[config.mk]
export PLATFORM = sky130hd
export DESIGN_NAME = reg_bank_dump_reader_flat
export DESIGN_NICKNAME = d
export VERILOG_FILES = /design/src/rtl/reg_bank_dump_reader_if.sv /design/src/rtl/reg_bank_dump_reader.sv /design/src/flat_wrapper.sv
export SDC_FILE = /design/constraint.sdc
export NUM_CORES = 1
export LEC_CHECK = 0
export CORE_MARGIN = 1.5
export CORE_UTILIZATION = 23
export DETAILED_ROUTE_END_ITERATION = 16
export DONT_BUFFER_PORTS = 1
export PLACE_DENSITY = 0.35
export SYNTH_ARGS = -nofsm -noshare
export SYNTH_HDL_FRONTEND = slang
export SYNTH_SLANG_ARGS = --single-unit
[constraint.sdc]
create_clock -name CLOCK_50 -period 2.8 [get_ports CLOCK_50]
set_clock_uncertainty 0.2 [all_clocks]
set_input_delay 0.14 -clock CLOCK_50 [delete_from_list [all_inputs] [get_ports CLOCK_50]]
set_output_delay 0.14 -clock CLOCK_50 [all_outputs]
set_load 0.01 [all_outputs]
[src/rtl/reg_bank_dump_reader_if.sv]
`default_nettype none
// =============================================================================
// Module   : reg_bank_dump_reader_if
// Purpose  : req/ack read port into the processor register bank.
// Revision : 1.0
// =============================================================================
interface reg_bank_dump_reader_if #(
  parameter int ADDR_W = 4,
  parameter int DATA_W = 16
);
  logic              rd_req;
  logic [ADDR_W-1:0] rd_addr;
  logic              rd_ack;
  logic [DATA_W-1:0] rd_data;

  modport master (output rd_req, output rd_addr, input rd_ack, input rd_data);
  modport slave  (input rd_req, input rd_addr, output rd_ack, output rd_data);
endinterface
`default_nettype wire

[src/rtl/reg_bank_dump_reader.sv]
`default_nettype none
// =============================================================================
// Module   : reg_bank_dump_reader
// Purpose  : Walks register addresses 0..NUM_REGS-1 over a req/ack port and
//            holds each value on the display outputs for DWELL_CYCLES.
//            Optional running checksum: define DUMP_CHECKSUM_EN.
// Revision : 1.0
// =============================================================================
module reg_bank_dump_reader #(
  parameter int ADDR_W       = 4,
  parameter int NUM_REGS     = 16,
  parameter int DATA_W       = 16,
  parameter int DWELL_CYCLES = 50_000_000,
  parameter int ACK_TIMEOUT  = 8
) (
  input  logic                   CLOCK_50,
  input  logic                   RESET_N,
  input  logic                   start_n,
  input  logic                   stop_n,
  input  logic                   cpu_wr,
  reg_bank_dump_reader_if.master rd,
  output logic [ADDR_W-1:0]      disp_addr,
  output logic [DATA_W-1:0]      disp_data,
  output logic                   disp_valid,
  output logic                   busy,
  output logic                   done,
  output logic                   err,
  output logic [DATA_W-1:0]      checksum
);

  localparam int c_DWELL_W = (DWELL_CYCLES > 1) ? $clog2(DWELL_CYCLES) : 1;
  localparam int c_TO_W    = (ACK_TIMEOUT > 1) ? $clog2(ACK_TIMEOUT) : 1;

  localparam logic [c_DWELL_W-1:0] c_DWELL_LOAD = c_DWELL_W'(DWELL_CYCLES - 1);
  localparam logic [c_DWELL_W-1:0] c_DWELL_ONE  = c_DWELL_W'(1);
  localparam logic [c_TO_W-1:0]    c_TO_LAST    = c_TO_W'(ACK_TIMEOUT - 1);
  localparam logic [c_TO_W-1:0]    c_TO_ONE     = c_TO_W'(1);
  localparam logic [ADDR_W-1:0]    c_LAST_ADDR  = ADDR_W'(NUM_REGS - 1);
  localparam logic [ADDR_W-1:0]    c_ADDR_ONE   = ADDR_W'(1);
  localparam logic [DATA_W-1:0]    c_ERR_DATA   = DATA_W'({((DATA_W + 3) / 4){4'hE}});

  typedef enum logic [2:0] {
    S_IDLE     = 3'd0,
    S_REQ      = 3'd1,
    S_WAIT_ACK = 3'd2,
    S_SHOW     = 3'd3,
    S_DONE     = 3'd4
  } state_t;

  state_t               r_state;
  logic [2:0]           r_start_sync;
  logic [2:0]           r_stop_sync;
  logic [c_DWELL_W-1:0] r_dwell;
  logic [c_TO_W-1:0]    r_to_cnt;
  logic                 r_rd_req;
  logic [ADDR_W-1:0]    r_rd_addr;
  logic [ADDR_W-1:0]    r_disp_addr;
  logic [DATA_W-1:0]    r_disp_data;
  logic                 r_disp_valid;
  logic                 r_busy;
  logic                 r_done;
  logic                 r_err;

  logic w_start;
  logic w_stop;
  logic w_timeout;
  logic w_start_run;

  // Keys idle high; synchronizers reset to 1 so release never looks like a press.
  always_ff @(posedge CLOCK_50 or negedge RESET_N) begin
    if (!RESET_N) begin
      r_start_sync <= 3'b111;
      r_stop_sync  <= 3'b111;
    end else begin
      r_start_sync <= {r_start_sync[1:0], start_n};
      r_stop_sync  <= {r_stop_sync[1:0], stop_n};
    end
  end

  assign w_start     = r_start_sync[2] & ~r_start_sync[1];
  assign w_stop      = r_stop_sync[2] & ~r_stop_sync[1];
  assign w_timeout   = (r_to_cnt == c_TO_LAST);
  assign w_start_run = (r_state == S_IDLE) && w_start && !w_stop;

  always_ff @(posedge CLOCK_50 or negedge RESET_N) begin
    if (!RESET_N) begin
      r_state      <= S_IDLE;
      r_dwell      <= '0;
      r_to_cnt     <= '0;
      r_rd_req     <= 1'b0;
      r_rd_addr    <= '0;
      r_disp_addr  <= '0;
      r_disp_data  <= '0;
      r_disp_valid <= 1'b0;
      r_busy       <= 1'b0;
      r_done       <= 1'b0;
      r_err        <= 1'b0;
    end else begin
      r_done <= 1'b0;
      if (w_stop && (r_state != S_IDLE)) begin
        r_state  <= S_IDLE;
        r_rd_req <= 1'b0;
        r_busy   <= 1'b0;
      end else begin
        case (r_state)
          S_IDLE: begin
            if (w_start_run) begin
              r_rd_addr    <= '0;
              r_err        <= 1'b0;
              r_disp_valid <= 1'b0;
              r_busy       <= 1'b1;
              r_state      <= S_REQ;
            end
          end
          S_REQ: begin
            // Never launch a read while the processor writes the bank.
            if (!cpu_wr) begin
              r_rd_req <= 1'b1;
              r_to_cnt <= '0;
              r_state  <= S_WAIT_ACK;
            end
          end
          S_WAIT_ACK: begin
            if (rd.rd_ack || w_timeout) begin
              r_rd_req     <= 1'b0;
              r_disp_addr  <= r_rd_addr;
              r_disp_valid <= 1'b1;
              r_dwell      <= c_DWELL_LOAD;
              r_state      <= S_SHOW;
              if (rd.rd_ack) begin
                r_disp_data <= rd.rd_data;
              end else begin
                r_disp_data <= c_ERR_DATA;
                r_err       <= 1'b1;
              end
            end else begin
              r_to_cnt <= r_to_cnt + c_TO_ONE;
            end
          end
          S_SHOW: begin
            if (r_dwell == '0) begin
              if (r_rd_addr == c_LAST_ADDR) begin
                r_done  <= 1'b1;
                r_state <= S_DONE;
              end else begin
                r_rd_addr <= r_rd_addr + c_ADDR_ONE;
                r_state   <= S_REQ;
              end
            end else begin
              r_dwell <= r_dwell - c_DWELL_ONE;
            end
          end
          S_DONE: begin
            r_busy  <= 1'b0;
            r_state <= S_IDLE;
          end
          default: begin
            r_rd_req <= 1'b0;
            r_busy   <= 1'b0;
            r_state  <= S_IDLE;
          end
        endcase
      end
    end
  end

`ifdef DUMP_CHECKSUM_EN
  logic              w_cap;
  logic [DATA_W-1:0] w_cap_val;
  logic [DATA_W-1:0] r_checksum;

  // Accumulates exactly what lands on disp_data, including the timeout filler.
  assign w_cap     = (r_state == S_WAIT_ACK) && !w_stop && (rd.rd_ack || w_timeout);
  assign w_cap_val = rd.rd_ack ? rd.rd_data : c_ERR_DATA;

  always_ff @(posedge CLOCK_50 or negedge RESET_N) begin
    if (!RESET_N) begin
      r_checksum <= '0;
    end else if (w_start_run) begin
      r_checksum <= '0;
    end else if (w_cap) begin
      r_checksum <= r_checksum + w_cap_val;
    end
  end

  assign checksum = r_checksum;
`else
  assign checksum = '0;
`endif

  assign rd.rd_req  = r_rd_req;
  assign rd.rd_addr = r_rd_addr;
  assign disp_addr  = r_disp_addr;
  assign disp_data  = r_disp_data;
  assign disp_valid = r_disp_valid;
  assign busy       = r_busy;
  assign done       = r_done;
  assign err        = r_err;

endmodule
`default_nettype wire

[src/flat_wrapper.sv]
// flat-port wrapper written by rule: the top's interface ports become plain ports
module reg_bank_dump_reader_flat 
#(
  parameter int ADDR_W       = 4,
  parameter int NUM_REGS     = 16,
  parameter int DATA_W       = 16,
  parameter int DWELL_CYCLES = 50_000_000,
  parameter int ACK_TIMEOUT  = 8
)
  (CLOCK_50, RESET_N, start_n, stop_n, cpu_wr, disp_addr, disp_data, disp_valid, busy, done, err, checksum, rd_rd_req, rd_rd_addr, rd_rd_ack, rd_rd_data);
  reg_bank_dump_reader_if #(.ADDR_W(ADDR_W), .DATA_W(DATA_W)) rd_i ();
  input  logic CLOCK_50;
  input  logic RESET_N;
  input  logic start_n;
  input  logic stop_n;
  input  logic cpu_wr;
  output logic [ADDR_W-1:0] disp_addr;
  output logic [DATA_W-1:0] disp_data;
  output logic disp_valid;
  output logic busy;
  output logic done;
  output logic err;
  output logic [DATA_W-1:0] checksum;
  output wire logic [$bits(rd_i.rd_req)-1:0] rd_rd_req;
  output wire logic [$bits(rd_i.rd_addr)-1:0] rd_rd_addr;
  input wire logic [$bits(rd_i.rd_ack)-1:0] rd_rd_ack;
  input wire logic [$bits(rd_i.rd_data)-1:0] rd_rd_data;
  assign rd_rd_req = rd_i.rd_req;
  assign rd_rd_addr = rd_i.rd_addr;
  assign rd_i.rd_ack = rd_rd_ack;
  assign rd_i.rd_data = rd_rd_data;
  reg_bank_dump_reader #(.ADDR_W(ADDR_W), .NUM_REGS(NUM_REGS), .DATA_W(DATA_W), .DWELL_CYCLES(DWELL_CYCLES), .ACK_TIMEOUT(ACK_TIMEOUT)) u_core (.CLOCK_50(CLOCK_50), .RESET_N(RESET_N), .start_n(start_n), .stop_n(stop_n), .cpu_wr(cpu_wr), .rd(rd_i), .disp_addr(disp_addr), .disp_data(disp_data), .disp_valid(disp_valid), .busy(busy), .done(done), .err(err), .checksum(checksum));
endmodule
# == After elaboration in Yosys (flattened, before gate mapping) ==
# Index checks and enable logic that the tools add are counted.
# totals
output_inout_bits,45
word_cells,99
regBits,67
# op_classes
n_reduce_logical,23
bitwise,5
add_sub_neg,3
n_mux,35
n_eq_ne,20
# op_table
op,count
$mux W26,2
$pmux W26 S2,1
$logic_not A26 Y1,1
$sub A26 B1 Y26 const B,1
$mux W3,8
$mux W16,1
$reduce_and A4 Y1,4
$mux W1,13
$mux W4,3
$pmux W3 S4,1
$ne A2 B1 Y1 const B,5
$ne A2 B2 Y1 const B,5
$reduce_and A5 Y1,2
$pmux W4 S2,1
$reduce_bool A2 Y1,4
$eq A3 B2 Y1 const B,2
$eq A3 B3 Y1 const B,2
$ne A3 B1 Y1 const B,2
$ne A3 B2 Y1 const B,2
$pmux W1 S2,3
$pmux W3 S2,1
$reduce_and A3 Y1,2
$reduce_or A3 Y1,2
$add A4 B1 Y4 const B,1
12 further kinds,17

# == Depth between registers and ports, before layout ==
# logic_depth
word_depth,7
mapped_depth,9
ltp_nobuf,7

# == Worst setup path after synthesis ==
# No wires, ideal clock.
# synth_timing
kind,register to register
start,register u_core.r_dwell[0]
end,register u_core.r_dwell[6]
setup_slack_ps,280
path_stages_with_launch,8
arrival_time_ps,2199
path_buffers,0
synth_period_minus_slack_ps,2520
required_time_ps,2479
cell_sequence,dfrtp_1 > inv_1 > ha_1 > nor4b_1 > nand4_1 > o31ai_4 > a22oi_1 > o22a_1
# synth_between
elab_chain_len,3
elab_cells_between_ends,6
classes_between,add/sub: 1; eq/ne: 1; mux: 2; reduce/logical: 2
# synth_rtl
element,line,text
start: declaration,reg_bank_dump_reader.sv:53,logic [c_DWELL_W-1:0] r_dwell;
start signal: assignment,reg_bank_dump_reader.sv:128,r_dwell <= c_DWELL_LOAD;
start signal: assignment,reg_bank_dump_reader.sv:150,r_dwell <= r_dwell - c_DWELL_ONE;
$sub A26 B1 Y26 / $logic_not A26 Y1 (equally long branches),"reg_bank_dump_reader.sv:150, reg_bank_dump_reader.sv:141",
$mux W26 / $ne A2 B2 Y1 (equally long branches),--,
$pmux W26 S2 / $reduce_and A4 Y1 (equally long branches),--,
# Several ways; a longest one is shown, not always the timed one. The select of a mux whose other input is x is not followed.
# A chain may end at the register's enable or synchronous reset.

# == Final worst setup path ==
# layout_timing
start,register u_core.r_dwell[16]
end,register u_core.r_dwell[19]
# The elaborated chain is that of the path after synthesis.

==> impl_metrics.tcl <==
set metrics [dict create \
    post-synth-top-area-cell "dfrtp_1" \
    grt_overflow_total 0 \
    period_needed_ns 2.63 \
    cp-start-kind "register" \
    cts_tree "built" \
    synth_compound_gate_area_share_pct 20.3 \
    synth_top_family_by_area "compound AO/OA/AOI/OAI gates" \
    synth_ff_type "dfrtp_1" \
    cp_slowest_cell "or4_4" \
    min_period_over_period_pct 93.8 \
    rsz0062_at_grt "false" \
    nFillCells 1467 \
    yosys_warnings 0 \
    synthAdderAreaFrac_pct 1.50 \
    drc 0 \
    endpoint_kind "register" \
    layout_common_cells "61 x dfrtp_1, 32 x nand2_1, 25 x dlygate4sd3_1" \
    rows 43 \
    status "finished clean" \
    antenna_found_initial 0 \
    drtIter0Drc 121 \
    clkTransAtPathRegs_ns 0.06 \
    crit_fanout 10 \
    cts_resized 0 \
    synth_cell_type_count 60 \
    clk_path_buf_depth 2 \
    final_hold_viol_count 0 \
    yosys_register_bits 67 \
    h-tree-depth 3 \
    path_cells "or4_4, or3_1, o31a_1, and4_1, o21ai_1" \
    syn_area_per_cell_um2 10.3 \
    stdcell_count 552 \
    cts.sinks 67 \
    tightest_slew_ns 0.622 \
    async_flop_share_pct 100 \
    register_area_um2 1680 \
    synthMuxAreaShare_pct 0.602 \
    nets 393 \
    finalWirelength_mm 8.50 \
    insertion_delay_ns 0.34 \
    arrival_ns 2.69 \
    die_w_um 123 \
    holdCritPathClass "in2reg" \
    synth_top_cell_area_share_pct 45.9 \
    grt_pass1_vias 2542 \
    power_density_nw_per_um2 792 \
    tns_ns 0 \
    grt_pass1_wl_mm 13.6 \
    netlist_area_um2 3330 \
    dpl.hpwl_mm 5.64 \
    multi_input_area_um2 1480 \
    setup_viol 0 \
    wl_per_cell_um 15.4 \
    ios 67 \
    cp.required_ns 2.86 \
    whs_ns 0.0113 \
    diodes 0 \
    synth_enable_flop_cells 0 \
    num_vias 2680 \
    gp_congestion 0.711 \
    final_common_cell "dfrtp_1" \
    layout-drive-gt1-share_pct 14.8 \
    relSlewSlack_pct 58.0 \
    track_usage_pct 12.2 \
    syn_inst 323 \
    numCtsBuffers 9 \
    fin_util_pct 29.8 \
    firstDrtPassIters 4 \
    synth-xor-area-share_pct 0.526 \
    avgViaCountPerCell 4.86 \
    ys_seq_area_share_pct 50.6 \
    drv_slew 0 \
    cp_num_buf_inv 0 \
    initial_core_util_pct 23.8 \
    core_area_um2 14000 \
    critPathMaxStageDelay_ns 0.57 \
    cap_violations 0 \
    ir_worst_vdd_v 0.000426 \
    grt_max_degree 68 \
    dieHeight_um 123 \
    ctsRootBufferMaster "clkbuf_16" \
    synthToLayoutAreaGrowth_pct 25.3 \
    synth_simple_gate_area_share_pct 19.7 \
    fmax_mhz 381 \
    port_buffers 0 \
    ant_nets 0 \
    worstSetupPathType "reg2reg" \
    die_area_um2 15200 \
    dp_cells 508 \
    crit_family "simple AND/OR/NAND/NOR gates" \
    synth.area.top_cells "dfrtp_1 46%, dfstp_2 4.7%, o22a_1 3.7%" \
    leakagePower_nw 1.62 \
]
-- metrics by stage --
step	setup slack (ns)	cell area, um^2	power [mW]
finish	0.175	4170	3.30
global route	0.0685	4170	3.52
CTS	0.120	4150	3.37
detailed placement	0.149	3590	2.14
global placement	0.209	3590	2.14
floorplan	0.280	3380	1.89
-- report_power, final --
part / switching, mW / leakage (nW) / internal (mW)
Combinational: 0.408 / 0.718 / 0.396
Sequential: 0.240 / 0.768 / 1.16
Clock: 0.462 / 0.132 / 0.631
-- layout make-up --
| class | instances | share of cell area (%) |
|---|---|---|
| clock inverters | 6 | 1.17 |
| well taps | 180 | 5.40 |
| inverters | 8 | 0.720 |
| repair buffers | 49 | 11.1 |
| clock buffers | 10 | 5.73 |
| multi-input cells | 232 | 35.5 |
| flip-flops and latches | 67 | 40.4 |
-- flip-flops by register name, summed over array words and instances, names as in the netlist --
name and count:
u_core.r_dwell 26, u_core.err 1, u_core.r_stop_sync 3, u_core.disp_valid 1, u_core.disp_addr 4, u_core.r_start_sync 3
u_core.disp_data 16, u_core.r_to_cnt 3, u_core.rd.rd_req 1, u_core.busy 1, u_core.r_state 3, u_core.rd.rd_addr 4
u_core.done 1
-- path summary, 6_finish.rpt --
kind                                   startpoint                endpoint  slack, ns  cells past startpoint
max reg2reg                    u_core.r_dwell[16]      u_core.r_dwell[19]       0.17                      5
min in group asynchronous                 RESET_N      u_core.r_to_cnt[2]       0.16                      2
min reg2reg                u_core.r_start_sync[0]  u_core.r_start_sync[1]       0.16                      0
min                                     rd_rd_ack     u_core.disp_data[7]       0.01                      3
max in group asynchronous                 RESET_N  u_core.r_start_sync[1]       1.93                      2
max                            u_core.r_dwell[16]      u_core.r_dwell[19]       0.17                      5
-- tightest hold or removal path, delay by kind of cell --
family / cells / cell delay [ns]
compound gates: 1 / 0.15
buf+inv: 1 / 0.18
simple gates: 1 / 0.04
-- synthesized netlist by cell type, types with 5 or more instances --
cell type	number
buf_4	16
nor4_1	9
dfstp_2	6
nand2_1	32
a21oi_1	10
nor3_1	8
o22a_1	14
clkbuf_1	12
o31ai_1	5
dfrtp_1	61
nand3_1	10
o21ai_0	20
or3_1	7
inv_1	8
a31oi_1	6
or4_1	6
and4_1	5
nor2_1	15
-- kinds of logic after synthesis --
kind of cell | count (synthesis)
AO/OA/AOI/OAI | 91
AND/OR/NAND/NOR | 117
buffers and inverters | 39
flip-flops | 67
other | 1
XOR/XNOR | 2
adder cells (fa/ha/maj) | 4
multiplexers | 2
-- repair_timing --
item,CTS,global route
hold endpoints to repair,87,0
hold buffers,26,0
setup endpoints to repair,0,13
buffers inserted,0,2
-- routing by layer --
| layer | GRT usage [%] | up-vias | wire, um |
|---|---|---|---|
| met5 | 0 | - | 0 |
| met4 | 3.66 | 0 | 95 |
| met3 | 5.03 | 11 | 563 |
| met2 | 18.5 | 83 | 3800 |
| li1 | - | 1273 | - |
| met1 | 15.8 | 1313 | 4040 |
Power figures use the tool's default switching activity.
